`src/rtl/load_extend_unit.sv`:
```
// load_extend_unit
// Memory-read side of the load path. Accepts one byte/half/word load at a
// time, issues one aligned 32-bit read, then extracts the addressed big-endian
// lane, sign- or zero-extends it, and returns it over a response handshake.
// Misaligned/illegal requests and acknowledge timeouts come back as errors.
//
// Handshake rules (both sides): a transfer happens on a rising edge where
// valid && ready are both 1. A valid source holds its payload stable until
// that edge. req_ready is a pure function of state; resp_valid and the
// response payload are registered and hold until the response transfer.

module load_extend_unit #(
  parameter int ADDR_W      = 32,
  parameter int ACK_TIMEOUT = 255
) (
  input  logic              clk,
  input  logic              rst_n,
  // load request from the core
  input  logic              req_valid,
  output logic              req_ready,
  input  logic [ADDR_W-1:0] req_addr,
  input  logic [1:0]        req_size,
  input  logic              req_unsigned,
  // data memory read port
  output logic              mem_rd,
  output logic [ADDR_W-1:0] mem_addr,
  input  logic [31:0]       mem_rdata,
  input  logic              mem_ack,
  // load response to the core
  output logic              resp_valid,
  input  logic              resp_ready,
  output logic [31:0]       resp_data,
  output logic              resp_misalign,
  output logic              resp_buserr,
  // current FSM state, for debug and checkers
  output logic [1:0]        dbg_state
);

  typedef enum logic [1:0] {
    S_IDLE = 2'd0,
    S_MEM  = 2'd1,
    S_RESP = 2'd2
  } state_e;

  localparam logic [1:0] SZ_BYTE = 2'b00;
  localparam logic [1:0] SZ_HALF = 2'b01;
  localparam logic [1:0] SZ_WORD = 2'b10;

  // 16 bits covers the full legal ACK_TIMEOUT range of 1..65535.
  localparam int              CNT_W    = 16;
  localparam logic [CNT_W-1:0] CNT_LAST = CNT_W'(ACK_TIMEOUT - 1);

  state_e              state_q, state_d;
  logic [1:0]          size_q, size_d;
  logic                uns_q, uns_d;
  logic [1:0]          off_q, off_d;
  logic [CNT_W-1:0]    cnt_q, cnt_d;
  logic                mem_rd_q, mem_rd_d;
  logic [ADDR_W-1:0]   mem_addr_q, mem_addr_d;
  logic                resp_valid_q, resp_valid_d;
  logic [31:0]         resp_data_q, resp_data_d;
  logic                misalign_q, misalign_d;
  logic                buserr_q, buserr_d;
  logic                req_misaligned;

  // Select the big-endian lane addressed by off and extend it to 32 bits.
  function automatic logic [31:0] extend_load(
    input logic [31:0] word,
    input logic [1:0]  size,
    input logic [1:0]  off,
    input logic        uns
  );
    logic [7:0]  b;
    logic [15:0] h;
    logic        s;
    s = ~uns;
    case (off)
      2'd0:    b = word[31:24];
      2'd1:    b = word[23:16];
      2'd2:    b = word[15:8];
      default: b = word[7:0];
    endcase
    h = off[1] ? word[15:0] : word[31:16];
    case (size)
      SZ_BYTE: extend_load = {{24{s & b[7]}}, b};
      SZ_HALF: extend_load = {{16{s & h[15]}}, h};
      default: extend_load = word;
    endcase
  endfunction

  // Illegal size, odd halfword address or non-word-aligned word address.
  always_comb begin
    req_misaligned = (req_size == 2'b11)
                   | ((req_size == SZ_HALF) & req_addr[0])
                   | ((req_size == SZ_WORD) & (req_addr[1:0] != 2'b00));
  end

  // Next-state and registered-output logic for the IDLE/MEM/RESP sequence.
  always_comb begin
    state_d      = state_q;
    size_d       = size_q;
    uns_d        = uns_q;
    off_d        = off_q;
    cnt_d        = cnt_q;
    mem_rd_d     = mem_rd_q;
    mem_addr_d   = mem_addr_q;
    resp_valid_d = resp_valid_q;
    resp_data_d  = resp_data_q;
    misalign_d   = misalign_q;
    buserr_d     = buserr_q;

    case (state_q)
      S_IDLE: begin
        if (req_valid) begin
          // Request fields are captured here and never looked at again.
          size_d = req_size;
          uns_d  = req_unsigned;
          off_d  = req_addr[1:0];
          if (req_misaligned) begin
            state_d      = S_RESP;
            resp_valid_d = 1'b1;
            resp_data_d  = 32'h0;
            misalign_d   = 1'b1;
            buserr_d     = 1'b0;
          end else begin
            state_d    = S_MEM;
            mem_rd_d   = 1'b1;
            mem_addr_d = {req_addr[ADDR_W-1:2], 2'b00};
            cnt_d      = '0;
          end
        end
      end

      S_MEM: begin
        // An ack on the final counted cycle still completes normally.
        if (mem_ack) begin
          state_d      = S_RESP;
          mem_rd_d     = 1'b0;
          resp_valid_d = 1'b1;
          resp_data_d  = extend_load(mem_rdata, size_q, off_q, uns_q);
          misalign_d   = 1'b0;
          buserr_d     = 1'b0;
        end else if (cnt_q == CNT_LAST) begin
          state_d      = S_RESP;
          mem_rd_d     = 1'b0;
          resp_valid_d = 1'b1;
          resp_data_d  = 32'h0;
          misalign_d   = 1'b0;
          buserr_d     = 1'b1;
        end else begin
          cnt_d = cnt_q + 1'b1;
        end
      end

      S_RESP: begin
        if (resp_ready) begin
          state_d      = S_IDLE;
          resp_valid_d = 1'b0;
          misalign_d   = 1'b0;
          buserr_d     = 1'b0;
        end
      end

      default: begin
        state_d      = S_IDLE;
        mem_rd_d     = 1'b0;
        resp_valid_d = 1'b0;
        misalign_d   = 1'b0;
        buserr_d     = 1'b0;
      end
    endcase
  end

  // State and output registers; reset abandons any outstanding read.
  always_ff @(posedge clk or negedge rst_n) begin
    if (!rst_n) begin
      state_q      <= S_IDLE;
      size_q       <= 2'b00;
      uns_q        <= 1'b0;
      off_q        <= 2'b00;
      cnt_q        <= '0;
      mem_rd_q     <= 1'b0;
      mem_addr_q   <= '0;
      resp_valid_q <= 1'b0;
      resp_data_q  <= 32'h0;
      misalign_q   <= 1'b0;
      buserr_q     <= 1'b0;
    end else begin
      state_q      <= state_d;
      size_q       <= size_d;
      uns_q        <= uns_d;
      off_q        <= off_d;
      cnt_q        <= cnt_d;
      mem_rd_q     <= mem_rd_d;
      mem_addr_q   <= mem_addr_d;
      resp_valid_q <= resp_valid_d;
      resp_data_q  <= resp_data_d;
      misalign_q   <= misalign_d;
      buserr_q     <= buserr_d;
    end
  end

  // Output mapping; req_ready depends on state only, so it is 1 in reset.
  always_comb begin
    req_ready     = (state_q == S_IDLE);
    mem_rd        = mem_rd_q;
    mem_addr      = mem_addr_q;
    resp_valid    = resp_valid_q;
    resp_data     = resp_data_q;
    resp_misalign = misalign_q;
    resp_buserr   = buserr_q;
    dbg_state     = state_q;
  end

`ifndef SYNTHESIS
  // The read strobe is only ever up while waiting for memory.
  a_rd_only_in_mem: assert property (@(posedge clk) disable iff (!rst_n)
    mem_rd |-> (state_q == S_MEM));

  // Without ack or timeout the read request is held unchanged.
  a_rd_held: assert property (@(posedge clk) disable iff (!rst_n)
    (state_q == S_MEM && !mem_ack && cnt_q != CNT_LAST) |=> (mem_rd && $stable(mem_addr)));

  // A response never carries both error flags.
  a_one_error: assert property (@(posedge clk) disable iff (!rst_n)
    !(resp_misalign && resp_buserr));
`endif

endmodule

```
`config.mk`:
```
export PLATFORM = sky130hd
export DESIGN_NAME = load_extend_unit
export DESIGN_NICKNAME = d
export VERILOG_FILES = /design/src/rtl/load_extend_unit.sv
export SDC_FILE = /design/constraint.sdc
export NUM_CORES = 1
export LEC_CHECK = 0
export ABC_CLOCK_PERIOD_IN_PS = 2600
export BUFFER_PORTS_ARGS = -buffer_cell sky130_fd_sc_hd__buf_2
export CELL_PAD_IN_SITES_DETAIL_PLACEMENT = 1
export CELL_PAD_IN_SITES_GLOBAL_PLACEMENT = 1
export CORE_UTILIZATION = 25
export CTS_CLUSTER_DIAMETER = 150
export CTS_CLUSTER_SIZE = 10
export DETAILED_ROUTE_END_ITERATION = 6
export GPL_TIMING_DRIVEN = 0
export PLACE_DENSITY_LB_ADDON = 0.05
export SLEW_MARGIN = 15
export SYNTH_ARGS = -nofsm -noshare
export SYNTH_HDL_FRONTEND = slang
export SYNTH_SLANG_ARGS = --single-unit
```
`constraint.sdc`:
```
create_clock -name clk -period 2.6 [get_ports clk]
set_clock_uncertainty 0.15 [all_clocks]
set_input_delay 0.26 -clock clk [delete_from_list [all_inputs] [get_ports clk]]
set_output_delay 0.26 -clock clk [all_outputs]
set_load 0.05 [all_outputs]
```
==> results of run 1 <==
## sequential cells by signal, summed over array words and instances (netlist names)
signal         cells
resp_misalign      1
dbg_state          2
off_q              2
mem_addr          30
cnt_q             16
uns_q              1
resp_data         32
resp_buserr        1
mem_rd             1
size_q             2
resp_valid         1
## path summary, 6_finish.rpt
kind | start | to | slack (ns) | cells past startpoint
hold / removal | req_size[1] | size_q[1] | 0.01 | 2
hold reg to reg | mem_addr[29] | mem_addr[29] | 0.32 | 2
min in group asynchronous | rst_n | cnt_q[11] | 0.22 | 2
setup reg to reg | cnt_q[0] | resp_data[30] | 0.22 | 8
setup / recovery | cnt_q[0] | resp_data[30] | 0.22 | 8
max in group asynchronous | rst_n | resp_data[14] | 1.47 | 3
## layout make-up
cell class / instances / area (sq um)
Sequential cell: 89 / 2230
Timing Repair Buffer: 174 / 1060
Tap cell: 220 / 275
Multi-Input combinational cell: 304 / 1870
Buffer: 26 / 129
Inverter: 7 / 26.3
Antenna cell: 1 / 2.50
Clock inverter: 5 / 62.6
Fill cell: 1953 / 10700
Clock buffer: 11 / 243
## power by group
group          internal (mW)  switching (mW)  total [mW]  leakage (nW)
sequential              1.95           0.355        2.30          1.16
clock                  0.777           0.586        1.36         0.142
combinational           1.09            3.00        4.09          1.64
## worst max-delay path, delay by kind of cell, from the launching register on
kind	cells	cell delay, ns
and+or+nand+nor	3	0.67
AOI/OAI and AO/OA	2	0.52
DFF	1	0.42
buffers and inverters	2	0.37
adders and majority gates	1	0.14
## repair_timing
item                                    CTS  global route
endpoints found under the setup margin    0            15
hold endpoints to repair                 62             0
gates resized for setup                   0             4
hold buffers                             33             0
## placed cells by master (no fill, tap or decap), types with 6 or more instances in the layout
cell	netlist	routed
nand4_1	6	6
dfrtp_1	89	89
nor2_1	23	22
o221ai_1	7	7
buf_2	6	146
nand2_1	108	108
o2bb2ai_1	9	9
nor2b_1	9	9
a22o_1	25	25
mux2_2	14	14
clkbuf_1	15	15
clkbuf_16	0	9
a21oi_1	22	22
xnor2_1	7	7
dlygate4sd3_1	0	33
nand2b_1	18	18
## routing by layer
metal  vias up  GRT usage  wire length [um]
met2        90      0.271              6430
met5         -          0                 0
met3        13     0.0477               719
met4         0     0.0556               200
li1       1851          -                 -
met1      1850      0.224              6530
## metrics by stage
step                      cell area [sq um]  power (mW)  worst slack (ns)  std cells
final                                  5900        7.75             0.223        837
after global routing                   5890        8.24            0.0138        836
after CTS                              5890        7.88            0.0297        836
after detailed placement               5260        6.42            0.0399        787
after global placement                 5220        6.38            0.0252        786
after floorplan                        4250        5.31             0.132        426
## cell families after synthesis
kind of cell / synth area share
buffers and inverters: 0.0363
other: 0.000884
XOR/XNOR: 0.0145
adder cells (fa/ha/maj): 0.00590
AO/OA/AOI/OAI: 0.154
AND/OR/NAND/NOR: 0.204
flip-flops: 0.525
multiplexers: 0.0596
==> metrics.txt, run 1 <==
worst hold slack=0.0149 ns; DRT iter0 DRCs=101; die area=17,500 sq um; fin crit share=0.914; max cap viols=0; CP endpoint kind=flip-flop; outcome=completed; CTS tree=yes; Post-synth ARST share=1.00; IO Pins=143; mapped cell area=4240 sq um; Skew-Pair Late Insertion Delay=0.35 ns; routed vias/inst=4.54; DRC errors left=0; Mapped Avg Cell Area=9.98 sq um; initial antenna violation count=1; Global Route Usage Sum=0.171; flops & latches, synth=89; max-slew violation count=0; pin count of the biggest net entering global routing=60; remaining antenna violation count=0; layout cells sized above 1=0.310; htree depth=3; unrepaired setup endpoints after global routing=false; Fin Setup TNS=0 ns; Main synth FF type=dfrtp_1; Cell Chain, Critical Path=inv_1 -> ha_1 -> nor3b_1 -> nand4_1 -> nand3_2 -> o211ai_2 -> buf_2 -> a22o_1; clock-pin transition on the worst setup and hold timing paths=0.07 ns; nets@finish=685; Clock Path Buffers=2; first-pass GRT wire length=23,000 um; CP required=2.69 ns; critical path's slowest cell=dfrtp_1; Synth top cells by count=nand2_1 (108), dfrtp_1 (89), a22o_1 (25); gpl congestion=0.753; Synth top area share=0.525; cell accounting for the most synthesized area=dfrtp_1; vias in the first global route=4,144; YS warnings=0; synth top area cells=dfrtp_1 (53%), nand2_1 (9.6%), a22o_1 (5.2%), mux2_2 (3.7%), nand2b_1 (2.7%); clock sinks=89; CORE AREA=16,600 sq um; drt first pass iters=4; arrival time of the worst setup path=2.47 ns; CTS buffer count=9; drt wl/cell=16.6 um; final hold vios=0; die width=132 um; Starting Density=0.256; most frequent cell after synthesis=nand2_1; Die Span Y=132 um; Worst slew margin=0.563; total grt overflow=0; Worst Path Max Fanout=10; min Tclk post-route=2.38 ns; fmax=421 MHz; Post-synth EDFFs=0; vias post-DR=3,804; Final setup viols=0; PortBufs=140; area delta synth->final=39.0%; Rows=47; Netlist cell types=49; worst slew pin tran=0.656 ns; sequential fraction of the synthesis area=0.525; Gate Count Post-Synth=425; worst-case vdd ir drop=0.539 mV; Post-CTS Setup Bufs=0; pwr/cell area=1310 nW/um^2; max incr delay on CP=0.42 ns; Core Util, Final=0.356; HPWL Detailed=10,200 um; Leak=2.94 nW; CTS root buf=clkbuf_16; final WL=13,900 um; CP startpoint kind=flip-flop; CP Class=flip-flop to flip-flop; Worst Hold Class=input port to flip-flop
No activity file was read; power rests on OpenSTA's default activity.
==> run 2, diff against run 1 <==
--- a/config.mk
+++ b/config.mk
@@ -11,7 +11,7 @@
 export CELL_PAD_IN_SITES_GLOBAL_PLACEMENT = 1
 export CORE_UTILIZATION = 25
 export CTS_CLUSTER_DIAMETER = 150
-export CTS_CLUSTER_SIZE = 10
+export CTS_CLUSTER_SIZE = 28
 export DETAILED_ROUTE_END_ITERATION = 6
 export GPL_TIMING_DRIVEN = 0
 export PLACE_DENSITY_LB_ADDON = 0.05
==> constraint.sdc (replaced) <==
create_clock -name clk -period 2.6 [get_ports clk]
set_clock_uncertainty 0.15 [all_clocks]
set_input_delay 0.13 -clock clk [delete_from_list [all_inputs] [get_ports clk]]
set_output_delay 0.13 -clock clk [all_outputs]
set_load 0.05 [all_outputs]
==> run 2 against run 1 <==
Clock-buffer cell count unchanged; via count increased by 2.6%; design area increased by 4.5%; core utilization increased by 1.6 points; clock power about the same; largest cell class unchanged.
==> metrics.txt, run 2 (synthesized netlist as in run 1, its figures left out) <==
outcome=completed; arrival time of the worst setup path=2.46 ns; most common cell after layout, fill and taps aside=buf_2; # diodes=0; die width=132 um; worst reg2reg startpoint=cnt_q[0]; Global Route Usage Sum=0.174; DRT iter0 DRCs=93; CP endpoint kind=flip-flop; first-pass GRT wire length=23,500 um; DRC errors left=0; Worst R2R End=resp_data[30]; Rows=47; placed cells=787; pin count of the biggest net entering global routing=60; remaining antenna violation count=0; Post-CTS Setup Bufs=0; worst slew pin tran=0.655 ns; unrepaired setup endpoints after global routing=false; nets@finish=712; multi-input logic area=1870 sq um; CP required=2.69 ns; CORE AREA=16,600 sq um; layout cells sized above 1=0.297; Largest register FFs=32; Worst Hold Class=input port to flip-flop; max cap viols=0; Layout Cells excl Fill=863; vias in the first global route=4,275; hold path start=mem_rdata[30]; initial antenna violation count=0; Leak=3.05 nW; htree depth=3; IO Pins=143; Worst Path Max Fanout=10; Reg area=2230 sq um; HPWL Detailed=10,200 um; CP Class=flip-flop to flip-flop; die area=17,500 sq um; FF-to-FF setup slack=0.23 ns; PortBufs=140; Final setup viols=0; r2r worst-path depth=8; CTS tree=yes; pwr/cell area=1260 nW/um^2; fin crit share=0.912; Hold Path End=resp_data[30]; drt first pass iters=4; CTS buffer count=9; CP startpoint kind=flip-flop; Worst slew margin=0.563; Hold Path Stages=3; fmax=422 MHz; Clock Path Buffers=2; drt wl/cell=16.4 um; clock-pin transition on the worst setup and hold timing paths=0.07 ns; min Tclk post-route=2.37 ns; vias post-DR=3,903; CTS root buf=clkbuf_16; Fin Setup TNS=0 ns; final hold vios=0; total grt overflow=0; area delta synth->final=45.3%; max-slew violation count=0; routed vias/inst=4.52; most frequent cells in the layout=buf_2 (146), nand2_1 (108), dfrtp_1 (89); Fill cells=1,943; clock sinks=89; Die Span Y=132 um; Skew-Pair Late Insertion Delay=0.35 ns; worst-case vdd ir drop=0.539 mV; Starting Density=0.256; final WL=14,200 um; gpl congestion=0.753
## run 2: cell types whose count changed in the layout (fill, tap and decap cells not counted), sizes merged
| cell | change |
|---|---|
| diode | -1 |
| dlygate4sd3 | +27 |
## run 2: per-stage QoR
stage	util	setup slack (ns)	hold slack, ns	cell area, sq um	power [mW]
after global routing	0.372	0.0136	0.0231	6160	8.28
after detailed placement	0.317	0.0399	-0.107	5260	6.42
after CTS	0.372	0.0297	0.00707	6160	7.91
final	0.372	0.229	0.00839	6160	7.79
after global placement	0.315	0.0252	0.170	5220	6.38
after floorplan	-	0.132	-0.316	4250	5.31
## run 2: worst max-delay path by stage
stage / startpoint / end / slack, ns / depth (start not counted)
after global placement: cnt_q[0] / resp_data[30] / 0.03 / 8
after floorplan: dbg_state[0] / resp_buserr / 0.13 / 6
final: cnt_q[0] / resp_data[30] / 0.23 / 8
after CTS: cnt_q[0] / resp_data[30] / 0.03 / 8
after global routing: cnt_q[0] / resp_data[16] / 0.01 / 8
after detailed placement: cnt_q[0] / resp_data[30] / 0.04 / 8
## run 2: routing by layer
| metal | up-vias | wire length (um) | GRT usage |
|---|---|---|---|
| li1 | 1906 | - | - |
| met1 | 1900 | 6710 | 0.229 |
| met2 | 84 | 6630 | 0.280 |
| met3 | 13 | 627 | 0.0431 |
| met4 | 0 | 183 | 0.0556 |
| met5 | - | 0 | 0 |
## run 2: what timing repair did
| item | in CTS | in global routing |
|---|---|---|
| gates resized for setup | 0 | 4 |
| hold buffers | 60 | 0 |
| hold endpoints to repair | 149 | 0 |
| endpoints found under the setup margin | 0 | 15 |
## run 2: final cells by class
| type | instances | share of cell area |
|---|---|---|
| sequential | 89 | 0.361 |
| buffer | 26 | 0.0209 |
| timing repair buffer | 201 | 0.217 |
| inverter | 7 | 0.00426 |
| clock buffer | 11 | 0.0394 |
| tap | 220 | 0.0447 |
| clock inverter | 5 | 0.0101 |
| multi-input combinational | 304 | 0.303 |
## run 2: power by group
part / switching (mW) / internal, mW / leakage [nW] / total, mW
Combinational: 3.01 / 1.11 / 1.75 / 4.12
Sequential: 0.356 / 1.95 / 1.16 / 2.30
Clock: 0.587 / 0.777 / 0.142 / 1.36
Total: 3.95 / 3.84 / 3.05 / 7.79
## run 2: worst max-delay path, cell delays in order (launching register included)
cell and delay, ns:
dfrtp_1 0.42, inv_1 0.08, ha_1 0.14, nor3b_1 0.25
nand4_1 0.18, nand3_2 0.23, o211ai_2 0.26, buf_2 0.29
a22o_1 0.26
